## src/rtl/io_map_pkg.sv

```systemverilog
// Shared IO map definitions: UART window base, register offsets, STATUS bit indices,
// UART FSM state types and the effective-divisor helper.
package io_map_pkg;

  localparam logic [63:0] UART_BASE_ADDR = 64'hFFFF_FFFF_FFFF_F000;

  localparam logic [7:0] OFF_DATA    = 8'h00;
  localparam logic [7:0] OFF_STATUS  = 8'h08;
  localparam logic [7:0] OFF_DIVISOR = 8'h10;

  localparam int unsigned ST_TX_FULL     = 0;
  localparam int unsigned ST_TX_EMPTY    = 1;
  localparam int unsigned ST_RX_VALID    = 2;
  localparam int unsigned ST_RX_OVERRUN  = 3;
  localparam int unsigned ST_TX_BUSY     = 4;
  localparam int unsigned ST_TX_OVERFLOW = 5;
  localparam int unsigned ST_FRAME_ERR   = 6;

  typedef enum logic [1:0] {TxIdle, TxStart, TxData, TxStop} tx_state_e;
  typedef enum logic [1:0] {RxIdle, RxStart, RxData, RxStop} rx_state_e;

  // Divisors below 2 would leave no room for a mid-bit sample.
  function automatic logic [15:0] eff_div(input logic [15:0] d);
    return (d < 16'd2) ? 16'd2 : d;
  endfunction

endpackage

```

## src/rtl/sync_fifo.sv

```systemverilog
// Single-clock FIFO; a push into a full FIFO is accepted when a pop happens in the same cycle.
module sync_fifo #(
  parameter int unsigned WIDTH = 8,
  parameter int unsigned DEPTH = 8
) (
  input  logic             clk,
  input  logic             rst_n,
  input  logic             push,
  input  logic [WIDTH-1:0] wdata,
  input  logic             pop,
  output logic [WIDTH-1:0] rdata,
  output logic             full,
  output logic             empty
);

  localparam int unsigned AW = $clog2(DEPTH);

  logic [WIDTH-1:0] mem [DEPTH];
  logic [AW-1:0]    wptr, rptr;
  logic [AW:0]      count, count_next;
  logic             do_push, do_pop;

  assign full    = count == (AW+1)'(DEPTH);
  assign empty   = count == '0;
  assign do_pop  = pop & ~empty;
  assign do_push = push & (~full | do_pop);
  assign rdata   = mem[rptr];

  always_comb begin
    count_next = count;
    case ({do_push, do_pop})
      2'b10:   count_next = count + (AW+1)'(1);
      2'b01:   count_next = count - (AW+1)'(1);
      default: count_next = count;
    endcase
  end

  always_ff @(posedge clk or negedge rst_n) begin
    if (!rst_n) begin
      wptr  <= '0;
      rptr  <= '0;
      count <= '0;
    end else begin
      if (do_push) wptr <= wptr + AW'(1);
      if (do_pop)  rptr <= rptr + AW'(1);
      count <= count_next;
    end
  end

  always_ff @(posedge clk) begin
    if (do_push) mem[wptr] <= wdata;
  end

endmodule

```

## src/rtl/io_uart_responder.sv

```systemverilog
// Memory-mapped 8N1 UART responder: DATA/STATUS/DIVISOR registers, TX FIFO + serializer,
// RX deserializer with a single holding register.
module io_uart_responder
  import io_map_pkg::*;
#(
  parameter logic [63:0] BASE_ADDR   = UART_BASE_ADDR,
  parameter int unsigned TX_DEPTH    = 8,
  parameter logic [15:0] DEFAULT_DIV = 16'd868
) (
  input  logic        clk,
  input  logic        rst_n,
  input  logic [63:0] bus_addr,
  input  logic [63:0] bus_wdata,
  input  logic        bus_write,
  input  logic        bus_read,
  output logic [63:0] bus_rdata,
  output logic        bus_ready,
  output logic        uart_tx,
  input  logic        uart_rx,
  output logic        irq
);

  logic [7:0]  off;
  logic        hit, wr_hit, rd_hit;
  logic        data_wr, data_rd, stat_wr, div_wr;
  logic [15:0] divisor;
  logic [7:0]  rx_byte, rx_shift, fifo_rdata;
  logic        rx_valid, rx_overrun, tx_overflow, frame_err;
  logic        fifo_full, fifo_empty, fifo_pop;
  logic        rx_s1, rx_s2, rx_prev, rx_fall, rx_deliver;
  logic [63:0] rd_val;
  logic        unused_bits;

  tx_state_e   tx_state;
  logic [15:0] tx_cnt, tx_div;
  logic [2:0]  tx_bit;
  logic [7:0]  tx_shift;
  logic        tx_bit_end;

  rx_state_e   rx_state;
  logic [15:0] rx_cnt, rx_div;
  logic [2:0]  rx_bit;

  assign unused_bits = ^{bus_addr[2:0], bus_wdata[63:16]};

  assign hit     = bus_addr[63:8] == BASE_ADDR[63:8];
  assign off     = {bus_addr[7:3], 3'b000};
  assign wr_hit  = hit & bus_write;
  assign rd_hit  = hit & bus_read & ~bus_write;
  assign data_wr = wr_hit & (off == OFF_DATA);
  assign data_rd = rd_hit & (off == OFF_DATA);
  assign stat_wr = wr_hit & (off == OFF_STATUS);
  assign div_wr  = wr_hit & (off == OFF_DIVISOR);
  assign irq     = rx_valid;

  sync_fifo #(
    .WIDTH (8),
    .DEPTH (TX_DEPTH)
  ) u_tx_fifo (
    .clk   (clk),
    .rst_n (rst_n),
    .push  (data_wr),
    .wdata (bus_wdata[7:0]),
    .pop   (fifo_pop),
    .rdata (fifo_rdata),
    .full  (fifo_full),
    .empty (fifo_empty)
  );

  always_comb begin
    rd_val = '0;
    case (off)
      OFF_DATA:    rd_val[7:0]  = rx_byte;
      OFF_STATUS: begin
        rd_val[ST_TX_FULL]     = fifo_full;
        rd_val[ST_TX_EMPTY]    = fifo_empty;
        rd_val[ST_RX_VALID]    = rx_valid;
        rd_val[ST_RX_OVERRUN]  = rx_overrun;
        rd_val[ST_TX_BUSY]     = tx_state != TxIdle;
        rd_val[ST_TX_OVERFLOW] = tx_overflow;
        rd_val[ST_FRAME_ERR]   = frame_err;
      end
      OFF_DIVISOR: rd_val[15:0] = divisor;
      default:     rd_val       = '0;
    endcase
  end

  // Sticky bits: a set event in the same cycle as a W1C write wins.
  always_ff @(posedge clk or negedge rst_n) begin
    if (!rst_n) begin
      bus_ready   <= 1'b0;
      bus_rdata   <= '0;
      divisor     <= DEFAULT_DIV;
      rx_byte     <= '0;
      rx_valid    <= 1'b0;
      rx_overrun  <= 1'b0;
      tx_overflow <= 1'b0;
      frame_err   <= 1'b0;
    end else begin
      bus_ready <= hit & (bus_read | bus_write);
      bus_rdata <= rd_hit ? rd_val : '0;
      if (div_wr) divisor <= bus_wdata[15:0];
      if (rx_deliver) begin
        rx_byte  <= rx_shift;
        rx_valid <= 1'b1;
      end else if (data_rd) begin
        rx_valid <= 1'b0;
      end
      rx_overrun  <= (rx_overrun & ~(stat_wr & bus_wdata[ST_RX_OVERRUN])) |
                     (rx_deliver & rx_valid & ~data_rd);
      tx_overflow <= (tx_overflow & ~(stat_wr & bus_wdata[ST_TX_OVERFLOW])) |
                     (data_wr & fifo_full & ~fifo_pop);
      frame_err   <= (frame_err & ~(stat_wr & bus_wdata[ST_FRAME_ERR])) |
                     (rx_deliver & ~rx_s2);
    end
  end

  assign tx_bit_end = tx_cnt == tx_div - 16'd1;
  assign fifo_pop   = ~fifo_empty &
                      ((tx_state == TxIdle) | ((tx_state == TxStop) & tx_bit_end));

  // A pending byte at the end of STOP goes straight to START, leaving no idle gap.
  always_ff @(posedge clk or negedge rst_n) begin
    if (!rst_n) begin
      tx_state <= TxIdle;
      tx_cnt   <= '0;
      tx_div   <= 16'd2;
      tx_bit   <= '0;
      tx_shift <= '0;
      uart_tx  <= 1'b1;
    end else begin
      tx_cnt <= tx_bit_end ? 16'd0 : tx_cnt + 16'd1;
      case (tx_state)
        TxIdle: begin
          tx_cnt <= '0;
          if (fifo_pop) begin
            tx_state <= TxStart;
            tx_shift <= fifo_rdata;
            tx_div   <= eff_div(divisor);
            uart_tx  <= 1'b0;
          end
        end
        TxStart: if (tx_bit_end) begin
          tx_state <= TxData;
          tx_bit   <= '0;
          uart_tx  <= tx_shift[0];
        end
        TxData: if (tx_bit_end) begin
          if (tx_bit == 3'd7) begin
            tx_state <= TxStop;
            uart_tx  <= 1'b1;
          end else begin
            tx_bit   <= tx_bit + 3'd1;
            tx_shift <= tx_shift >> 1;
            uart_tx  <= tx_shift[1];
          end
        end
        TxStop: if (tx_bit_end) begin
          if (fifo_pop) begin
            tx_state <= TxStart;
            tx_shift <= fifo_rdata;
            tx_div   <= eff_div(divisor);
            uart_tx  <= 1'b0;
          end else begin
            tx_state <= TxIdle;
          end
        end
        default: tx_state <= TxIdle;
      endcase
    end
  end

  always_ff @(posedge clk or negedge rst_n) begin
    if (!rst_n) begin
      rx_s1   <= 1'b1;
      rx_s2   <= 1'b1;
      rx_prev <= 1'b1;
    end else begin
      rx_s1   <= uart_rx;
      rx_s2   <= rx_s1;
      rx_prev <= rx_s2;
    end
  end

  assign rx_fall    = rx_prev & ~rx_s2;
  assign rx_deliver = (rx_state == RxStop) & (rx_cnt == rx_div - 16'd1);

  // Start is checked half a period in, so data/stop samples land mid-bit.
  always_ff @(posedge clk or negedge rst_n) begin
    if (!rst_n) begin
      rx_state <= RxIdle;
      rx_cnt   <= '0;
      rx_div   <= 16'd2;
      rx_bit   <= '0;
      rx_shift <= '0;
    end else begin
      rx_cnt <= rx_cnt + 16'd1;
      case (rx_state)
        RxIdle: begin
          rx_cnt <= '0;
          if (rx_fall) begin
            rx_state <= RxStart;
            rx_div   <= eff_div(divisor);
          end
        end
        RxStart: if (rx_cnt == (rx_div >> 1) - 16'd1) begin
          rx_cnt   <= '0;
          rx_bit   <= '0;
          rx_state <= rx_s2 ? RxIdle : RxData;
        end
        RxData: if (rx_cnt == rx_div - 16'd1) begin
          rx_cnt   <= '0;
          rx_shift <= {rx_s2, rx_shift[7:1]};
          rx_bit   <= rx_bit + 3'd1;
          if (rx_bit == 3'd7) rx_state <= RxStop;
        end
        RxStop: if (rx_deliver) begin
          rx_cnt   <= '0;
          rx_state <= RxIdle;
        end
        default: rx_state <= RxIdle;
      endcase
    end
  end

endmodule

```

## config.mk

```make
export PLATFORM = sky130hd
export DESIGN_NAME = io_uart_responder
export DESIGN_NICKNAME = d
export VERILOG_FILES = /design/src/rtl/io_map_pkg.sv /design/src/rtl/sync_fifo.sv /design/src/rtl/io_uart_responder.sv
export SDC_FILE = /design/constraint.sdc
export NUM_CORES = 1
export LEC_CHECK = 0
export BUFFER_PORTS_ARGS = -buffer_cell sky130_fd_sc_hd__buf_4
export CAP_MARGIN = 5
export CORE_MARGIN = 2
export CORE_UTILIZATION = 25
export DETAILED_ROUTE_END_ITERATION = 7
export RECOVER_POWER = 100
export SYNTH_ARGS = -nofsm -noshare
export SYNTH_HDL_FRONTEND = slang
export SYNTH_HIERARCHICAL = 1
export SYNTH_SLANG_ARGS = --single-unit
```

## constraint.sdc

```tcl
create_clock -name clk -period 6.52 [get_ports clk]
set_clock_uncertainty 0.15 [all_clocks]
set_input_delay 0 -clock clk [delete_from_list [all_inputs] [get_ports clk]]
set_output_delay 0 -clock clk [all_outputs]
set_load 0.01 [all_outputs]
```

# After elaboration in Yosys (flattened, before gate mapping)
# Memories as Yosys holds them, arrays and structs flattened.
# Cells that the tools add are included.
# word_totals
output_inout_bits	67
wordCells	177
memories	1
ram_bits	64
input_bits	133
register_bits	149
# classes
n_lt_le_gt_ge	1
n_mux	51
n_eq_ne	28
bitwise	40
n_addsub	11
reduce_logical	20
# mem_list
name	depth	width	read_ports	rd_ports_with_merged_regs	write_ports	line	text
u_tx_fifo.mem	8	8	1	0	1	sync_fifo.sv:18	logic [WIDTH-1:0] mem [DEPTH];
# op_table
operator	count
$mux W16	9
$pmux W16 S4	1
$eq A56 B56 Y1 const B	1
$eq A16 B16 Y1	3
$mux W8	5
$add A16 B1 Y16 const B	2
$pmux W16 S2	1
$sub A16 B1 Y16 const B	2
$and A1 B1 Y1	25
$pmux W8 S3	1
$mux W2	11
$ne A2 B2 Y1 const B	11
$pmux W7 S3	1
$lt A16 B2 Y1 const B	1
$pmux W2 S4	2
$sub A15 B1 Y16 const B	1
$mux W3	5
$add A3 B1 Y3 const B	4
$pmux W3 S2	2
$reduce_bool A2 Y1	6
$eq A2 B2 Y1 const B	5
$mux W1	10
$reduce_and A5 Y1	2
$not A1 Y1	9
other kinds (18)	31

# Depth between registers and ports, before layout
# logic_depth
ltp_word	10
depth_mapped	21
ltp_nobuf	19

# By module
# The synthesis kept the hierarchy.
# by_module_without_submodules
mod	area_per_inst_um2	n_inst	seq_area_each_um2	cells_each
io_uart_responder	8221.6	1	3492.1	811
sync_fifo	3186.8	1	2172.1	176

# Worst setup path after synthesis
# Ideal clock, no wire load.
# synth_path
path_kind	register to register
startpoint	register tx_div[0]
endpoint	memory u_tx_fifo.mem[1][0] (enable)
setup_time_ns	0.398
arrival_ns	3.989
setup_slack_ns	1.983
path_buffers	2
stages_incl_launch_ff	17
period_less_slack_ns	4.537
t_required_ns	5.972
cell_sequence	dfrtp_1 > inv_1 > ha_1 > nor3b_1 > a21oi_1 > or4_1 > nor4_1 > and4_4 > buf_6 > and2_1 > o21bai_1 > inv_1 > buf_2 > inv_1 > nand2_1 > o21ai_0 > nor4b_1
# synth_between
elab_chain_cells	10
# synth_rtl
item	line	text
start: declaration	io_uart_responder.sv:35	logic [15:0] tx_cnt, tx_div;
start signal: assignment	io_uart_responder.sv:139	tx_div <= eff_div(divisor);
start signal: assignment	io_uart_responder.sv:162	tx_div <= eff_div(divisor);
$sub A16 B1 Y16	io_uart_responder.sv:118	assign tx_bit_end = tx_cnt == tx_div - 16'd1;
$eq A16 B16 Y1	io_uart_responder.sv:118	
$and A1 B1 Y1	io_uart_responder.sv:120	((tx_state == TxIdle) | ((tx_state == TxStop) & tx_bit_end));
$or A1 B1 Y1	io_uart_responder.sv:120	
$and A1 B1 Y1	io_uart_responder.sv:119	assign fifo_pop = ~fifo_empty &
named net fifo_pop	io_uart_responder.sv:29	logic fifo_full, fifo_empty, fifo_pop;
$and A1 B1 Y1	sync_fifo.sv:25	assign do_pop = pop & ~empty;
$or A1 B1 Y1	sync_fifo.sv:26	assign do_push = push & (~full | do_pop);
$and A1 B1 Y1	sync_fifo.sv:26	
$mux W1	sync_fifo.sv:51	if (do_push) mem[wptr] <= wdata;
$mux W1 (not written as such)	sync_fifo.sv:51	
end: declaration	sync_fifo.sv:18	
# The timed path passes the listed nets, and every way through them passes these cells.

# Worst setup path after layout
# layout_path
startpoint	register tx_div[0]
endpoint	register u_tx_fifo.count[3]
# layout_between
elab_chain_cells	10
word_cells_on_any_way	12
cone_classes	1 x add/sub; 3 x eq/ne; 1 x mux; 6 x bitwise; 1 x reduce/logical
# layout_rtl
item	line	text
$sub A16 B1 Y16 (*)	io_uart_responder.sv:118	
$eq A16 B16 Y1 (*)	io_uart_responder.sv:118	
$and A1 B1 Y1 (*)	io_uart_responder.sv:120	
$or A1 B1 Y1 (*)	io_uart_responder.sv:120	
$and A1 B1 Y1 (*)	io_uart_responder.sv:119	
named net fifo_pop	io_uart_responder.sv:29	
$and A1 B1 Y1 (*)	sync_fifo.sv:25	
$or A1 B1 Y1	sync_fifo.sv:26	
$and A1 B1 Y1	sync_fifo.sv:26	
$eq A2 B1 Y1 or $eq A2 B2 Y1 (tied branches)	sync_fifo.sv:31	case ({do_push, do_pop})
$pmux W4 S2 or $reduce_bool A2 Y1 (tied branches)	n/a	
end signal: assignment	sync_fifo.sv:46	count <= count_next;
end: declaration	sync_fifo.sv:20	logic [AW:0] count, count_next;
# The timed path passes the listed nets; every way through them passes the cells marked *.
# A chain may end at the register's enable or synchronous reset.

==> metrics.md <==
| Metric | Value |
|---|---|
| Antenna violations before repair | `0` |
| Worst path most repeated cell | `inv_1` |
| Max layer used | `met4` |
| Worst skew pair latency | `roughly 520 ps` |
| Leak | `about 0.0056 uW` |
| Starting Density | `between 20% and 30%` |
| EDFF count, synth | `64` |
| Clock Tree Buf Depth | `3` |
| Crit-path max FO | `10` |
| Minimum clock period | `5330 ps` |
| Setup TNS | `0 ps` |
| WS Path Type | `flip-flop to flip-flop` |
| Syn Area/Cell | `11.6 sq um` |
| Final WS setup | `1190 ps` |
| Worst-path clk slew | `70 ps` |
| Yosys reg bits | `between 200 and 250` |
| CP arrival | `5610 ps` |
| Largest net degree at the start of global routing | `101` |
| Die height | `218 um` |
| Maximum VDD drop | `between 0.15 and 0.2 mV` |
| Row count | `78` |
| Outcome | `complete, but fails checks` |
| H-tree depth | `1` |
| Worst slew pin tran | `4770 ps` |
| First-pass GRT wire length | `40300 um` |
| Clock root cell | `clkbuf_16` |
| Drt wl/cell | `14.3 um` |
| Largest stage delay on the critical path | `610 ps` |
| M1 WL | `between 10000 and 15000 um` |
| Ys flop type | `dfrtp_1` |
| DRC violation count after routing | `0` |
| Router iterations before antenna repair | `5` |
| Max transition margin | `-218%` |
| Min-Delay Path Class | `primary input to flip-flop` |
| RSZ-0062 raised after global routing | `no` |
| CTS tree | `yes` |
| End-of-flow core utilization | `29.9%` |
| Most common cell after layout, fill and taps aside | `dfrtp_1` |
| Met3 WL | `940 um` |
| Post-synthesis cell type count | `78` |
| Fin crit share | `81.8%` |
| Startpoint Class | `flip-flop` |
| Slowest cell on crit path | `nor3b_1` |
| Gate Count Post-Synth | `987` |
| Max Fclk | `188 MHz` |
| Crit-path cells | `inv_1, ha_1, nor3b_1, a21oi_1, or4_1, nor4_1, and4_1, and2_0, o21bai_1, inv_1, inv_1, nor2_1, nand2_1, inv_1, ha_1, a21o_1, a21oi_1, mux2_2, o221ai_1` |
| Crit path buffers/inverters | `4` |
| Core box area | `between 40000 and 50000 sq um` |
| IO Port Bufs | `100` |
| Detailed placement HPWL | `~18000 um` |
| Vias in the first global route | `7717` |
| Iteration-0 DRC Markers | `393` |
| Layout Nets | `1260` |
| FF-to-FF setup slack | `1190 ps` |
| Commonest non-fill, non-tap cells in the layout | `dfrtp_1 (138), mux2_2 (97), nor2_1 (87)` |
| All-Layer GR Usage | `between 10% and 20%` |
| Post-CTS resize count | `0` |
| Failing checks | `max-capacitance violations, max-slew violations` |
| Antenna Violating Nets Remaining | `0` |
| # IOs | `200` |
| Mapped Area | `11400 sq um` |
| Post-synthesis async set-or-reset flop share | `a little over two thirds` |
| YS warnings | `6` |
| Die W | `218 um` |
| Hold Vio Cnt, Final | `0` |
| Maxcap violations | `2` |
| Share of cells above drive strength 1 | `20.8%` |
| Vias per inst | `4.51` |
| Fin. max-slew vios | `117` |
| Final wirelength | `24600 um` |
| Routed wl met2 | `12100 um` |
| Setup bufs post-CTS | `0` |
| Routed via count | `7774` |
| Final Hold Slack | `112 ps` |
| CTS Buf Count | `22` |
| Grt total ovfl | `0` |
| Die Area | `between 40000 and 50000 sq um` |
| CP top delay family | `simple AND/OR/NAND/NOR gates` |
| Crit end category | `flip-flop` |
| N_diodes | `0` |
| Seq/Total Area, Yosys | `49.6%` |
| Worst endpoint required time | `a little under 7000 ps` |
| Pre-CTS setup slack | `1360 ps` |
| Final setup fails | `0` |
| Post-CTS Hold Buffers | `30` |
| Sink Count | `213` |
| Synth-to-Final Area Change | `18.3%` |
| P per Cell Area | `around 230 nW/um^2` |
| Placer Congestion | `roughly 0.85` |
==> synthesized netlist by cell type (all sizes together) (26+ instances only) <==
library cell	count	area [sq um]
buf	68	503
clkbuf	27	101
dfrtp	138	3450
edfxtp	64	1920
inv	26	97.6
mux2	97	1090
nand2	44	165
nand3	32	160
nand4	28	175
nor2	87	327
xnor2	53	464
xor2	38	333
==> cell families (layout without fill, tap and decap cells) <==
group                    count (synthesis)  count (layout)  synth area share [%]
XOR/XNOR                                91              91                  6.99
multiplexers                           118             118                  13.7
AO/OA/AOI/OAI                           95              95                  5.81
other                                    1              48                0.0329
adder cells (fa/ha/maj)                 19              19                  2.15
buffers and inverters                  121             211                  6.15
flip-flops                             213             213                  49.6
AND/OR/NAND/NOR                        329             329                  15.6
==> final cells by class <==
class | count | area [sq um]
Tap cell | 600 | 751
Sequential cell | 213 | 5660
Fill cell | 4615 | 31700
Inverter | 26 | 97.6
Timing Repair Buffer | 145 | 1020
Clock buffer | 27 | 599
Clock inverter | 13 | 166
Multi-Input combinational cell | 700 | 5190
==> per-stage QoR <==
| stage | total power, uW | instances | instance area [sq um] |
|---|---|---|---|
| floorplan | 1660 | 1034 | 11600 |
| global placement | 1750 | 1654 | 12600 |
| detailed placement | 1750 | 1654 | 12600 |
| CTS | 3100 | 1724 | 13700 |
| global route | 3180 | 1724 | 13500 |
| finish | 3040 | 1724 | 13500 |
==> routing by layer <==
layer	track usage [%]	vias up
met5	0	-
met3	1.12	40
met1	13.3	3812
met2	18.2	193
met4	3.97	0
li1	-	3729
==> worst reg2reg max path, delay by kind of cell (launching register included) <==
family,cells,cell delay (ps)
adders and majority gates,2,430
AOI/OAI and AO/OA,5,720
and+or+nand+nor,7,2580
DFF,1,440
buffers and inverters,4,580
muxes,1,360
==> sequential cells by signal, summed over array words and instances (netlist names), 16 cells and up, named ones only <==
signal,flops
rx_div,16
tx_div,16
tx_cnt,16
u_tx_fifo/mem,64
bus_rdata,16
divisor,16
rx_cnt,16
==> power breakdown <==
part	internal (uW)	total (uW)	leakage, uW	switching (uW)
clock network	781	1320	0.000366	536
logic	120	279	0.00272	159
registers	1410	1450	0.00256	34.9
==> path summary, 6_finish.rpt <==
check | from | end | cells past startpoint
worst min-delay path | bus_wdata[12] | divisor[12] | 3
worst max-delay path | tx_div[0] | u_tx_fifo/count[3] | 19
min in group asynchronous | rst_n | rx_cnt[12] | 2
max in group asynchronous | rst_n | tx_shift[6] | 2
worst min register to register | rx_s1 | rx_s2 | 0
worst max register to register | tx_div[0] | u_tx_fifo/count[3] | 19
(Power assumes the default switching activity.)
